`config.mk`:
```
export PLATFORM = sky130hd
export DESIGN_NAME = serial_mag_comp_flat
export DESIGN_NICKNAME = d
export VERILOG_FILES = /design/src/rtl/serial_mag_comp_pkg.sv /design/src/rtl/serial_mag_comp_if.sv /design/src/rtl/Comp_1bit.sv /design/src/rtl/serial_mag_comp.sv /design/src/flat_wrapper.sv
export SDC_FILE = /design/constraint.sdc
export NUM_CORES = 1
export LEC_CHECK = 0
export ABC_CLOCK_PERIOD_IN_PS = 1300
export CAP_MARGIN = 10
export CORE_MARGIN = 2
export CORE_UTILIZATION = 45
export DETAILED_ROUTE_END_ITERATION = 10
export PLACE_DENSITY = 0.77
export SKIP_LAST_GASP = 1
export SYNTH_ARGS = -nofsm -noshare
export SYNTH_HDL_FRONTEND = slang
export SYNTH_HIERARCHICAL = 1
export SYNTH_SLANG_ARGS = --single-unit
```
`constraint.sdc`:
```
create_clock -name clk -period 1.3 [get_ports clk]
set_input_delay 0.26 -clock clk [delete_from_list [all_inputs] [get_ports clk]]
set_output_delay 0.26 -clock clk [all_outputs]
set_load 0.03 [all_outputs]
```
`src/rtl/serial_mag_comp_pkg.sv`:
```
// Shared definitions for the bit-serial magnitude comparator: FSM state
// encoding, cascade seed values and the default operand width.
package serial_mag_comp_pkg;

   localparam int DEF_WIDTH = 8;

   typedef enum logic [1:0] {
      IDLE  = 2'd0,
      SHIFT = 2'd1,
      DONE  = 2'd2
   } state_e;

   // Seed of the cascade: "equal so far", neither greater nor less.
   localparam logic G_INIT = 1'b0;
   localparam logic E_INIT = 1'b1;
   localparam logic L_INIT = 1'b0;

endpackage

```
`src/rtl/serial_mag_comp_if.sv`:
```
// Request/result bundle of the serial magnitude comparator.
// master: requester (drives start and operands); slave: the comparator.
interface serial_mag_comp_if
   import serial_mag_comp_pkg::*;
#(
   parameter int WIDTH = DEF_WIDTH
);
   logic             start;
   logic [WIDTH-1:0] a_in;
   logic [WIDTH-1:0] b_in;
   logic             busy;
   logic             done;
   logic             gt;
   logic             eq;
   logic             lt;

   modport master (output start, a_in, b_in,
                   input  busy, done, gt, eq, lt);

   modport slave  (input  start, a_in, b_in,
                   output busy, done, gt, eq, lt);
endinterface

```
`src/rtl/Comp_1bit.sv`:
```
// One-bit cascade magnitude comparator cell. The gin/ein/lin inputs carry the
// verdict of the more significant bits; this bit only matters while those
// bits are still equal.
module Comp_1bit (
   input  logic a,
   input  logic b,
   input  logic gin,
   input  logic ein,
   input  logic lin,
   output logic gout,
   output logic eout,
   output logic lout
);
   assign gout = gin | (ein & a & ~b);
   assign eout = ein & ~(a ^ b);
   assign lout = lin | (ein & ~a & b);
endmodule

```
`src/rtl/serial_mag_comp.sv`:
```
// Bit-serial magnitude comparator. Operands are captured on an accepted
// start and streamed MSB-first through a single Comp_1bit cell whose
// outputs are registered and fed back as the next cascade inputs.
// Optional build macro: SERIAL_COMP_EARLY_EXIT_EN -- finish as soon as the
// first differing bit decides the result instead of always taking WIDTH
// cycles.
module serial_mag_comp
   import serial_mag_comp_pkg::*;
#(
   parameter int WIDTH = DEF_WIDTH
)(
   input  logic                 clk,
   input  logic                 rst,
   serial_mag_comp_if.slave     bus
);
   localparam int CNT_W = $clog2(WIDTH);

   state_e             state_q, state_d;
   logic [WIDTH-1:0]   sa_q, sa_d;
   logic [WIDTH-1:0]   sb_q, sb_d;
   logic               g_q, g_d;
   logic               e_q, e_d;
   logic               l_q, l_d;
   logic [CNT_W-1:0]   cnt_q, cnt_d;
   logic               gt_q, gt_d;
   logic               eq_q, eq_d;
   logic               lt_q, lt_d;

   logic               cell_g;
   logic               cell_e;
   logic               cell_l;
   logic               finish;

   Comp_1bit u_cell (
      .a    (sa_q[WIDTH-1]),
      .b    (sb_q[WIDTH-1]),
      .gin  (g_q),
      .ein  (e_q),
      .lin  (l_q),
      .gout (cell_g),
      .eout (cell_e),
      .lout (cell_l)
   );

   // Last compare step: the final bit, or (early exit) any bit that differs.
`ifdef SERIAL_COMP_EARLY_EXIT_EN
   assign finish = (cnt_q == '0) || !cell_e;
`else
   assign finish = (cnt_q == '0);
`endif

   // Next-state and datapath update for load, shift and completion.
   always_comb begin
      // NOTE: every *_d gets its hold value first so no path leaves it
      // unassigned; otherwise synthesis would infer a latch.
      state_d = state_q;
      sa_d    = sa_q;
      sb_d    = sb_q;
      g_d     = g_q;
      e_d     = e_q;
      l_d     = l_q;
      cnt_d   = cnt_q;
      gt_d    = gt_q;
      eq_d    = eq_q;
      lt_d    = lt_q;

      case (state_q)
         IDLE, DONE: begin
            state_d = IDLE;
            if (bus.start) begin
               state_d = SHIFT;
               sa_d    = bus.a_in;
               sb_d    = bus.b_in;
               g_d     = G_INIT;
               e_d     = E_INIT;
               l_d     = L_INIT;
               cnt_d   = CNT_W'(WIDTH - 1);
            end
         end
         SHIFT: begin
            g_d   = cell_g;
            e_d   = cell_e;
            l_d   = cell_l;
            sa_d  = sa_q << 1;
            sb_d  = sb_q << 1;
            cnt_d = cnt_q - CNT_W'(1);
            if (finish) begin
               gt_d    = cell_g;
               eq_d    = cell_e;
               lt_d    = cell_l;
               state_d = DONE;
            end
         end
         default: state_d = IDLE;
      endcase
   end

   // State and datapath registers with synchronous reset.
   always_ff @(posedge clk) begin
      // NOTE: non-blocking assignments so every register samples the values
      // from before this edge, independent of statement order.
      if (rst) begin
         state_q <= IDLE;
         sa_q    <= '0;
         sb_q    <= '0;
         g_q     <= 1'b0;
         e_q     <= 1'b0;
         l_q     <= 1'b0;
         cnt_q   <= '0;
         gt_q    <= 1'b0;
         eq_q    <= 1'b0;
         lt_q    <= 1'b0;
      end else begin
         state_q <= state_d;
         sa_q    <= sa_d;
         sb_q    <= sb_d;
         g_q     <= g_d;
         e_q     <= e_d;
         l_q     <= l_d;
         cnt_q   <= cnt_d;
         gt_q    <= gt_d;
         eq_q    <= eq_d;
         lt_q    <= lt_d;
      end
   end

   assign bus.busy = (state_q == SHIFT);
   assign bus.done = (state_q == DONE);
   assign bus.gt   = gt_q;
   assign bus.eq   = eq_q;
   assign bus.lt   = lt_q;

endmodule

```
`src/flat_wrapper.sv`:
```
// flat-port wrapper written by rule: the top's interface ports become plain ports
module serial_mag_comp_flat import serial_mag_comp_pkg::*;
#(
   parameter int WIDTH = DEF_WIDTH
)
  (clk, rst, bus_start, bus_a_in, bus_b_in, bus_busy, bus_done, bus_gt, bus_eq, bus_lt);
  serial_mag_comp_if #(.WIDTH(WIDTH)) bus_i ();
  input  logic clk;
  input  logic rst;
  input wire logic [$bits(bus_i.start)-1:0] bus_start;
  input wire logic [$bits(bus_i.a_in)-1:0] bus_a_in;
  input wire logic [$bits(bus_i.b_in)-1:0] bus_b_in;
  output wire logic [$bits(bus_i.busy)-1:0] bus_busy;
  output wire logic [$bits(bus_i.done)-1:0] bus_done;
  output wire logic [$bits(bus_i.gt)-1:0] bus_gt;
  output wire logic [$bits(bus_i.eq)-1:0] bus_eq;
  output wire logic [$bits(bus_i.lt)-1:0] bus_lt;
  assign bus_i.start = bus_start;
  assign bus_i.a_in = bus_a_in;
  assign bus_i.b_in = bus_b_in;
  assign bus_busy = bus_i.busy;
  assign bus_done = bus_i.done;
  assign bus_gt = bus_i.gt;
  assign bus_eq = bus_i.eq;
  assign bus_lt = bus_i.lt;
  serial_mag_comp #(.WIDTH(WIDTH)) u_core (.clk(clk), .rst(rst), .bus(bus_i));
endmodule
```
==> qor.txt, run 1 <==
Vias - 1058
Input/output buffers - 23
Max-cap violations - 0
Seq pwr share - 0.555
Largest net degree at the start of global routing - 28
Async SR Flop Fraction - 0
WS Path Type - reg2out
Syn avg cell area - 8.60 µm²
# IOs - 24
Residual DRC - 0
Number of synthesized flops with an enable pin - 0
WL/cell - 12.8 µm
Hold Path Class - reg2reg
Status - finished, final reports clean
Synth-to-layout area growth - 26.7%
Cell area after synthesis - 1220 µm²
Core Region - 2520 µm²
Worst-Margin Slew - 0.226 ns
Global-route wire length before repair - 4410 µm
Starting Density - 0.484
Diode count - 0
RSZ-0062 raised after global routing - true
CP endpoint - bus_done
Clock Power Share - 0.205
Post-synthesis cell type count - 27
Layout cell share with drive strength beyond 1 - 0.199
CTS sink count - 27
Reg clk slew, reported paths - 0.13 ns
Critical R2R Launch - u_core/state_q[0]
HPWL after DPL - 1730 µm
Initial DRC count - 32
Pwr per Cell Area - 1110 nW/µm²
Slew Limit Fails - 0
Final hold violation count - 0
Num CTS Buffers - 3
Synth Instances - 142
Initial antenna violation count - 0
Setup slack at placement - -0.246 ns
Sequential share of the synthesized area - 0.443
Worst Path Max Fanout - 4
Minimum clock period - 1.29 ns
Die Wd - 56.1 µm
Compound-gate portion of the synthesized area - 0.189
Layout Nets - 188
WL final - 2520 µm
Clock Root Buffer - clkbuf_4
Hold_ws - 0.476 ns
FF/Latch Area - 548 µm²
FF-to-FF setup slack - 0.10 ns
Number of synthesized register bits - 27
NetSw - 0.495 mW
CP Data Required Time - 1.04 ns
Ys Warns - 6
GRT Total Usage - 0.173
Ys flop type - dfxtp_1
CP startpoint - u_core/state_q[0]
Part of the cycle the worst path needs - 0.990
Skew final - 0.00722 ns
Simple-gate share of the synthesized area - 0.235
Drt pass-1 iters - 4
Fin area - 1550 µm²
Fmax - 0.777 GHz
Post-Synthesis Net Count - 163
Max clock buf depth - 2
Post-synthesis mux area share - 0.0246
Area occupied by multi-input gates - 604 µm²
CP Launch Type - flip-flop
Post-DRT Antenna Nets - 0
Power share of the combinational group - 0.239
Die height - 56.1 µm
Row cnt - 18
Layout fillers - 234
Die area - 3150 µm²
Placer Congestion - 0.775
Peak supply drop - 0.000710 V
Final setup vio count - 0
Vias per cell - 5.40
Area share of fa/ha/maj cells after synthesis - 0.0205
Placed Area - 1460 µm²
Slew Limit Headroom - 0.848
Final setup margin - 0.0131 ns
Main combinational cell family by area after synthesis - simple AND/OR/NAND/NOR gates
Worst R2R Path Depth - 5
Pint - 1.23 mW
Number of global-route vias before repair - 993
Leakage Power - 0.596 nW
Synth Area in XOR/XNOR - 0.00717
Switching Share - 0.287
Reg-to-reg endpoint - u_core/sb_q[1]
CP endpoint kind - output pin
GR Overflow Total - 0
Clock H-tree levels - 1
CTS tree - yes
Clk_lat worst skew - 0.32 ns
Worst path arrival time - 1.03 ns
## through the flow
step                      power [mW]   util  cells  setup TNS [ns]
final                           1.72  0.614    196               0
after global routing            1.84  0.614    196         -0.0765
after CTS                       1.73  0.605    196         -0.0750
after detailed placement        1.35  0.580    189           -3.66
after global placement          1.33  0.580    189           -3.22
after floorplan                 1.23      -    142               0
## sequential cells by signal (all words and copies together) (netlist names)
name	count
u_core/sa_q	8
u_core/sb_q	8
u_core/cnt_q	3
u_core/state_q	2
u_core/bus.eq	1
u_core/bus.gt	1
u_core/bus.lt	1
u_core/e_q	1
u_core/g_q	1
u_core/l_q	1
## final cells by class
| class | count | area share |
|---|---|---|
| inverter | 4 | 0.00970 |
| sequential | 27 | 0.354 |
| multi-input combinational | 99 | 0.390 |
| timing repair buffer | 32 | 0.204 |
| clock inverter | 1 | 0.00323 |
| clock buffer | 3 | 0.0146 |
| tap | 30 | 0.0243 |
## cells in the mapped netlist (all sizes together) (3+ instances only)
master,count,area [µm²]
a311oi,15,163
dfxtp,27,541
mux2i,3,30.0
nor3,4,20.0
nand2,34,128
buf,10,76.3
inv,4,15.0
a21oi,5,25.0
nor2,18,67.6
nand3,4,20.0
a211oi,3,22.5
## power groups by stage
stage	registers, mW	clock network (mW)	logic (mW)
2_1_floorplan	0.960	0	0.267
3_3_place_gp	0.966	0	0.362
3_5_place_dp	0.969	0	0.377
4_1_cts	0.955	0.373	0.400
5_1_grt	0.967	0.415	0.454
6_report	0.957	0.354	0.412
## layout by cell type, fill, tap and decap left out, types with 2 or more instances in the layout
master and n:
clkdlybuf4s50_1 18, mux2i_1 3, inv_2 3, nor3_1 4, dfxtp_1 23, buf_4 9, a311oi_1 10, o21bai_1 2
clkbuf_4 3, nor2_1 18, dfxtp_2 3, nor2b_1 2, a21oi_1 5, nand3_1 4, buf_12 2, a311oi_2 5
nand2_1 34, buf_6 2, a211oi_1 3
## worst min path at each step
stage              startpoint        endpoint  slack [ns]  cells after the start
2_1_floorplan     bus_a_in[0]  u_core/sa_q[0]        0.40                      2
3_3_place_gp       u_core/g_q      u_core/g_q        0.45                      2
3_5_place_dp   u_core/sa_q[0]  u_core/sa_q[0]        0.46                      2
4_1_cts           bus_b_in[0]  u_core/sb_q[0]        0.48                      3
5_1_grt           bus_b_in[0]  u_core/sb_q[0]        0.46                      3
6_report       u_core/sa_q[0]  u_core/sa_q[0]        0.48                      2
## critical path, cell delays in order, from the launching register on
cell and delay (ns):
dfxtp_4 0.39, and2b_1 0.19, buf_6 0.13
## repair_timing
item,4_1_cts,5_1_grt
hold buffers,0,0
hold endpoints to repair,0,0
pin swaps,2,1
buffers inserted,3,0
setup endpoints to repair,5,6
gates resized for setup,10,6
## cell families (layout without fill, tap and decap cells)
group	Yosys count	in the layout
compound gates	26	26
xor+xnor	1	1
simple gates	67	67
flops	27	27
fa+ha+maj	2	2
buf+inv	16	40
mux	3	3
## routing by layer
layer	GRT usage	part of all wire
met2	0.286	0.49
met3	0.0465	0.057
met5	0	0
met1	0.217	0.45
met4	0.0612	0.0040
No activity file was read; power rests on OpenSTA's default activity.
==> run 2: changes to the inputs <==
--- a/config.mk
+++ b/config.mk
@@ -10,7 +10,9 @@
 export CORE_MARGIN = 2
 export CORE_UTILIZATION = 45
 export DETAILED_ROUTE_END_ITERATION = 10
+export GPL_TIMING_DRIVEN = 1
 export PLACE_DENSITY = 0.77
+export SETUP_SLACK_MARGIN = 0.05
 export SKIP_LAST_GASP = 1
 export SYNTH_ARGS = -nofsm -noshare
 export SYNTH_HDL_FRONTEND = slang
==> run 2 against run 1 <==
Net effect:
- cell count increased by 1.0%
- combinational power up 5.6%
- largest cell class unchanged
- register-to-register slack about the same
==> qor.txt, run 2 (synthesis gave the netlist of run 1 again) <==
Seq pwr share - 0.546
HP Start - u_core/sa_q[0]
Non-Filler Instances - 198
Pwr per Cell Area - 1110 nW/µm²
Num CTS Buffers - 3
CP endpoint kind - output pin
Post-DRT Antenna Nets - 0
WS Path Type - reg2out
RSZ-0062 raised after global routing - true
Worst R2R Path Depth - 5
Worst Path Max Fanout - 5
Worst path slowest cell - dfxtp_4
Slew Limit Headroom - 0.838
Clock Root Buffer - clkbuf_4
# IOs - 24
Global-route wire length before repair - 4370 µm
Final setup vio count - 0
Placed insts - 189
Clock Power Share - 0.206
CTS tree - yes
Die height - 56.1 µm
GRT Total Usage - 0.172
Skew final - 0.00685 ns
Fmax - 0.769 GHz
Worst-Margin Slew - 0.242 ns
WL/cell - 13.0 µm
Drt pass-1 iters - 4
Reg clk slew, reported paths - 0.14 ns
Clk_lat worst skew - 0.32 ns
Starting Density - 0.484
Vias - 1093
CTS sink count - 27
CP startpoint - u_core/state_q[0]
Hold_ws - 0.477 ns
Worst path arrival time - 1.04 ns
Top Registers - u_core/sa_q (8), u_core/sb_q (8), u_core/cnt_q (3)
Commonest non-fill, non-tap cell in the layout - nand2_1
Clock H-tree levels - 1
Peak supply drop - 0.000720 V
Most frequent cells in the layout - nand2_1 (34), dfxtp_1 (23), clkdlybuf4s50_1 (18), nor2_1 (18)
Row cnt - 18
Input/output buffers - 23
Critical R2R Launch - u_core/cnt_q[0]
Vias per cell - 5.52
Die Wd - 56.1 µm
WL final - 2570 µm
Part of the cycle the worst path needs - 1.00
Layout Nets - 190
Largest net degree at the start of global routing - 28
CTS Hold Bufs - 0
Initial antenna violation count - 0
Max-cap violations - 0
CP Data Required Time - 1.04 ns
Hold Path Class - reg2reg
Reg-to-reg endpoint - u_core/bus.gt
Worst-path cell chain - and2b_1 > buf_6
Die area - 3150 µm²
Fin util - 0.626
CP Launch Type - flip-flop
HPWL after DPL - 1730 µm
Switching Share - 0.291
FF-to-FF setup slack - 0.09 ns
Diode count - 0
CP peak stage delay - 0.40 ns
Final hold violation count - 0
Number of global-route vias before repair - 990
NetSw - 0.510 mW
Core Region - 2520 µm²
Initial DRC count - 26
Slew Limit Fails - 0
Pint - 1.24 mW
CP endpoint - bus_done
Max clock buf depth - 2
Minimum clock period - 1.30 ns
Residual DRC - 0
Layout cell share with drive strength beyond 1 - 0.214
GR Overflow Total - 0
Leakage Power - 0.608 nW
Power share of the combinational group - 0.248
Layout fillers - 228
Placer Congestion - 0.775
Synth-to-layout area growth - 29.3%
Status - finished, final reports clean
[run 2: cell count changes in the layout (fill, tap and decap cells not counted)]
cell and change:
a311oi_1 -1, a311oi_2 +1, buf_6 +2, inv_2 -1, clkbuf_2 -1, buf_2 +1, inv_4 +1
[run 2: cell type report]
| class | count | area, µm² | share of cell area |
|---|---|---|---|
| multi-input combinational | 99 | 611 | 0.387 |
| inverter | 4 | 17.5 | 0.0111 |
| sequential | 27 | 548 | 0.347 |
| tap | 30 | 37.5 | 0.0238 |
| timing repair buffer | 34 | 338 | 0.214 |
| clock inverter | 1 | 5.00 | 0.00317 |
| clock buffer | 3 | 22.5 | 0.0143 |
[run 2: through the flow]
| stage | instance area (µm²) | setup slack [ns] | TNS (ns) | power [mW] |
|---|---|---|---|---|
| global placement | 1460 | -0.208 | -3.22 | 1.33 |
| finish | 1580 | 0.000367 | 0 | 1.75 |
| global route | 1580 | -0.0488 | -0.0569 | 1.86 |
| floorplan | 1220 | 0.153 | 0 | 1.23 |
| CTS | 1550 | -0.0128 | -0.0128 | 1.74 |
| detailed placement | 1460 | -0.246 | -3.66 | 1.35 |
[run 2: power groups by stage]
stage	Combinational, mW	Sequential (mW)	Clock (mW)
4_1_cts	0.413	0.957	0.373
5_1_grt	0.477	0.968	0.413
3_5_place_dp	0.377	0.969	0
3_3_place_gp	0.362	0.966	0
2_1_floorplan	0.267	0.960	0
6_report	0.435	0.958	0.361
[run 2: critical path, delay by kind of cell, from the launching register on]
kind	cells	cell delay [ns]
and+or+nand+nor	1	0.19
DFF	1	0.40
buffers and inverters	1	0.13
[run 2: worst min-delay path by stage]
stage / cells past startpoint / slack (ns) / to
floorplan: 2 / 0.40 / u_core/sa_q[0]
global placement: 2 / 0.45 / u_core/g_q
detailed placement: 2 / 0.46 / u_core/sa_q[0]
CTS: 3 / 0.48 / u_core/sb_q[0]
global route: 3 / 0.46 / u_core/sb_q[0]
finish: 2 / 0.48 / u_core/sa_q[0]
[run 2: what timing repair did]
item | CTS | global route
buffers inserted | 3 | 2
pin swaps | 2 | 3
resized for setup | 16 | 6
setup endpoints to repair | 6 | 14
[run 2: per-layer routing]
metal | track usage | part of all wire | wire, µm
met1 | 0.217 | 0.47 | 1200
met2 | 0.282 | 0.47 | 1210
met3 | 0.0442 | 0.053 | 136
met4 | 0.0612 | 0.0066 | 17
met5 | 0 | 0 | 0
==> run 3: changes to the inputs <==
--- a/config.mk
+++ b/config.mk
@@ -10,8 +10,9 @@
 export CORE_MARGIN = 2
 export CORE_UTILIZATION = 45
 export DETAILED_ROUTE_END_ITERATION = 10
+export DONT_BUFFER_PORTS = 1
 export GPL_TIMING_DRIVEN = 1
-export PLACE_DENSITY = 0.77
+export PLACE_DENSITY = 0.66
 export SETUP_SLACK_MARGIN = 0.05
 export SKIP_LAST_GASP = 1
 export SYNTH_ARGS = -nofsm -noshare
==> run 3 against run 2 <==
Net effect:
- die area unchanged
- critical path depth fell by 1
- utilization is 9.8 points lower
- global-route usage fell by 1.8 points
- largest power group unchanged
==> qor.txt, run 3 (synthesis gave the netlist of run 1 again) <==
Layout Nets - 165
Input/output buffers - 0
CTS sink count - 27
CP Launch Type - flip-flop
Drt pass-1 iters - 4
Final setup margin - 0.0264 ns
Slew Limit Headroom - 0.776
WS Path Type - reg2out
Worst Path Max Fanout - 5
Residual DRC - 0
Final setup vio count - 0
CP peak stage delay - 0.39 ns
# IOs - 24
Commonest non-fill, non-tap cell in the layout - nand2_1
Reg clk slew, reported paths - 0.14 ns
Die height - 56.1 µm
Most frequent cells in the layout - nand2_1 (34), dfxtp_1 (23), nor2_1 (18)
WL/cell - 13.6 µm
Vias - 940
Minimum clock period - 1.27 ns
Critical path's top delay family - flip-flops
Clock Root Buffer - clkbuf_4
Overall power - 1.66 mW
Layout cell share with drive strength beyond 1 - 0.196
HPWL after DPL - 1570 µm
Placer Congestion - 0.723
Layout fillers - 253
Clock H-tree levels - 1
Peak supply drop - 0.000587 V
Post-DRT Antenna Nets - 0
Die area - 3150 µm²
CTS tree - yes
Global-route wire length before repair - 3860 µm
Leakage Power - 0.494 nW
Max-cap violations - 0
Hold_ws - 0.0638 ns
Diode count - 0
Die Wd - 56.1 µm
Part of the cycle the worst path needs - 0.980
Num CTS Buffers - 3
Number of global-route vias before repair - 823
Largest net degree at the start of global routing - 28
Vias per cell - 5.43
Fmax - 0.785 GHz
Number of buffers and inverters on the critical path - 0
Core Region - 2520 µm²
Synth-to-layout area growth - 9.12%
Top Registers - u_core/sa_q (8), u_core/sb_q (8), u_core/cnt_q (3)
FF/Latch Area - 548 µm²
Worst path arrival time - 1.01 ns
GR Overflow Total - 0
Slew Limit Fails - 0
Initial antenna violation count - 0
Starting Density - 0.484
Status - finished, final reports clean
WL final - 2350 µm
Area occupied by multi-input gates - 603 µm²
RSZ-0062 raised after global routing - true
Worst-path cell chain - and2b_4
Hold Path Class - in2reg
Final hold violation count - 0
Pwr per Cell Area - 1240 nW/µm²
Row cnt - 18
Worst-Margin Slew - 0.336 ns
Initial DRC count - 60
Worst path slowest cell - dfxtp_4
Clk_lat worst skew - 0.31 ns
Skew final - 0.00213 ns
CP endpoint kind - output pin
Max clock buf depth - 2
CP Data Required Time - 1.04 ns
Setup slack at placement - 0.0627 ns
GRT Total Usage - 0.154
Setup TNS - 0 ns
==> run 3: final timing paths <==
kind,endpoint,slack (ns),cells past startpoint,from
setup reg to reg,u_core/bus.lt,0.10,5,u_core/cnt_q[1]
setup / recovery,bus_done,0.03,1,u_core/state_q[0]
hold reg to reg,u_core/l_q,0.47,2,u_core/l_q
hold / removal,u_core/sa_q[0],0.06,2,bus_a_in[0]
==> run 3: routing by layer <==
| layer | GRT usage | up-vias | part of all wire | routed length, µm |
|---|---|---|---|---|
| li1 | - | 490 | - | - |
| met1 | 0.222 | 424 | 0.49 | 1140 |
| met2 | 0.222 | 24 | 0.45 | 1060 |
| met3 | 0.0326 | 2 | 0.060 | 141 |
| met4 | 0.0612 | 0 | 0.0043 | 10 |
| met5 | 0 | - | 0 | 0 |
==> run 3: repair_timing <==
action,CTS,global route
buffers inserted,1,1
endpoints found under the hold margin,27,27
pin swaps,0,1
cloned,0,0
gates resized for setup,10,5
setup endpoints to repair,3,12
==> run 3: through the flow <==
stage                     area (µm²)   util  cells
final                           1330  0.528    173
after global routing            1330  0.528    173
after CTS                       1290  0.510    171
after detailed placement        1230  0.488    166
after global placement          1230  0.488    166
after floorplan                 1220      -    142
==> run 3: layout make-up <==
| cell class | count | area share |
|---|---|---|
| Inverter | 4 | 0.0131 |
| Timing Repair Buffer | 9 | 0.0751 |
| Sequential cell | 27 | 0.411 |
| Multi-Input combinational cell | 99 | 0.453 |
| Clock buffer | 4 | 0.0197 |
| Tap cell | 30 | 0.0282 |
==> run 3: where the power goes <==
group / total [mW] / internal, mW / switching, mW / leakage [nW]
logic: 0.345 / 0.156 / 0.189 / 0.256
clock network: 0.355 / 0.120 / 0.235 / 0.0150
registers: 0.958 / 0.905 / 0.0529 / 0.224
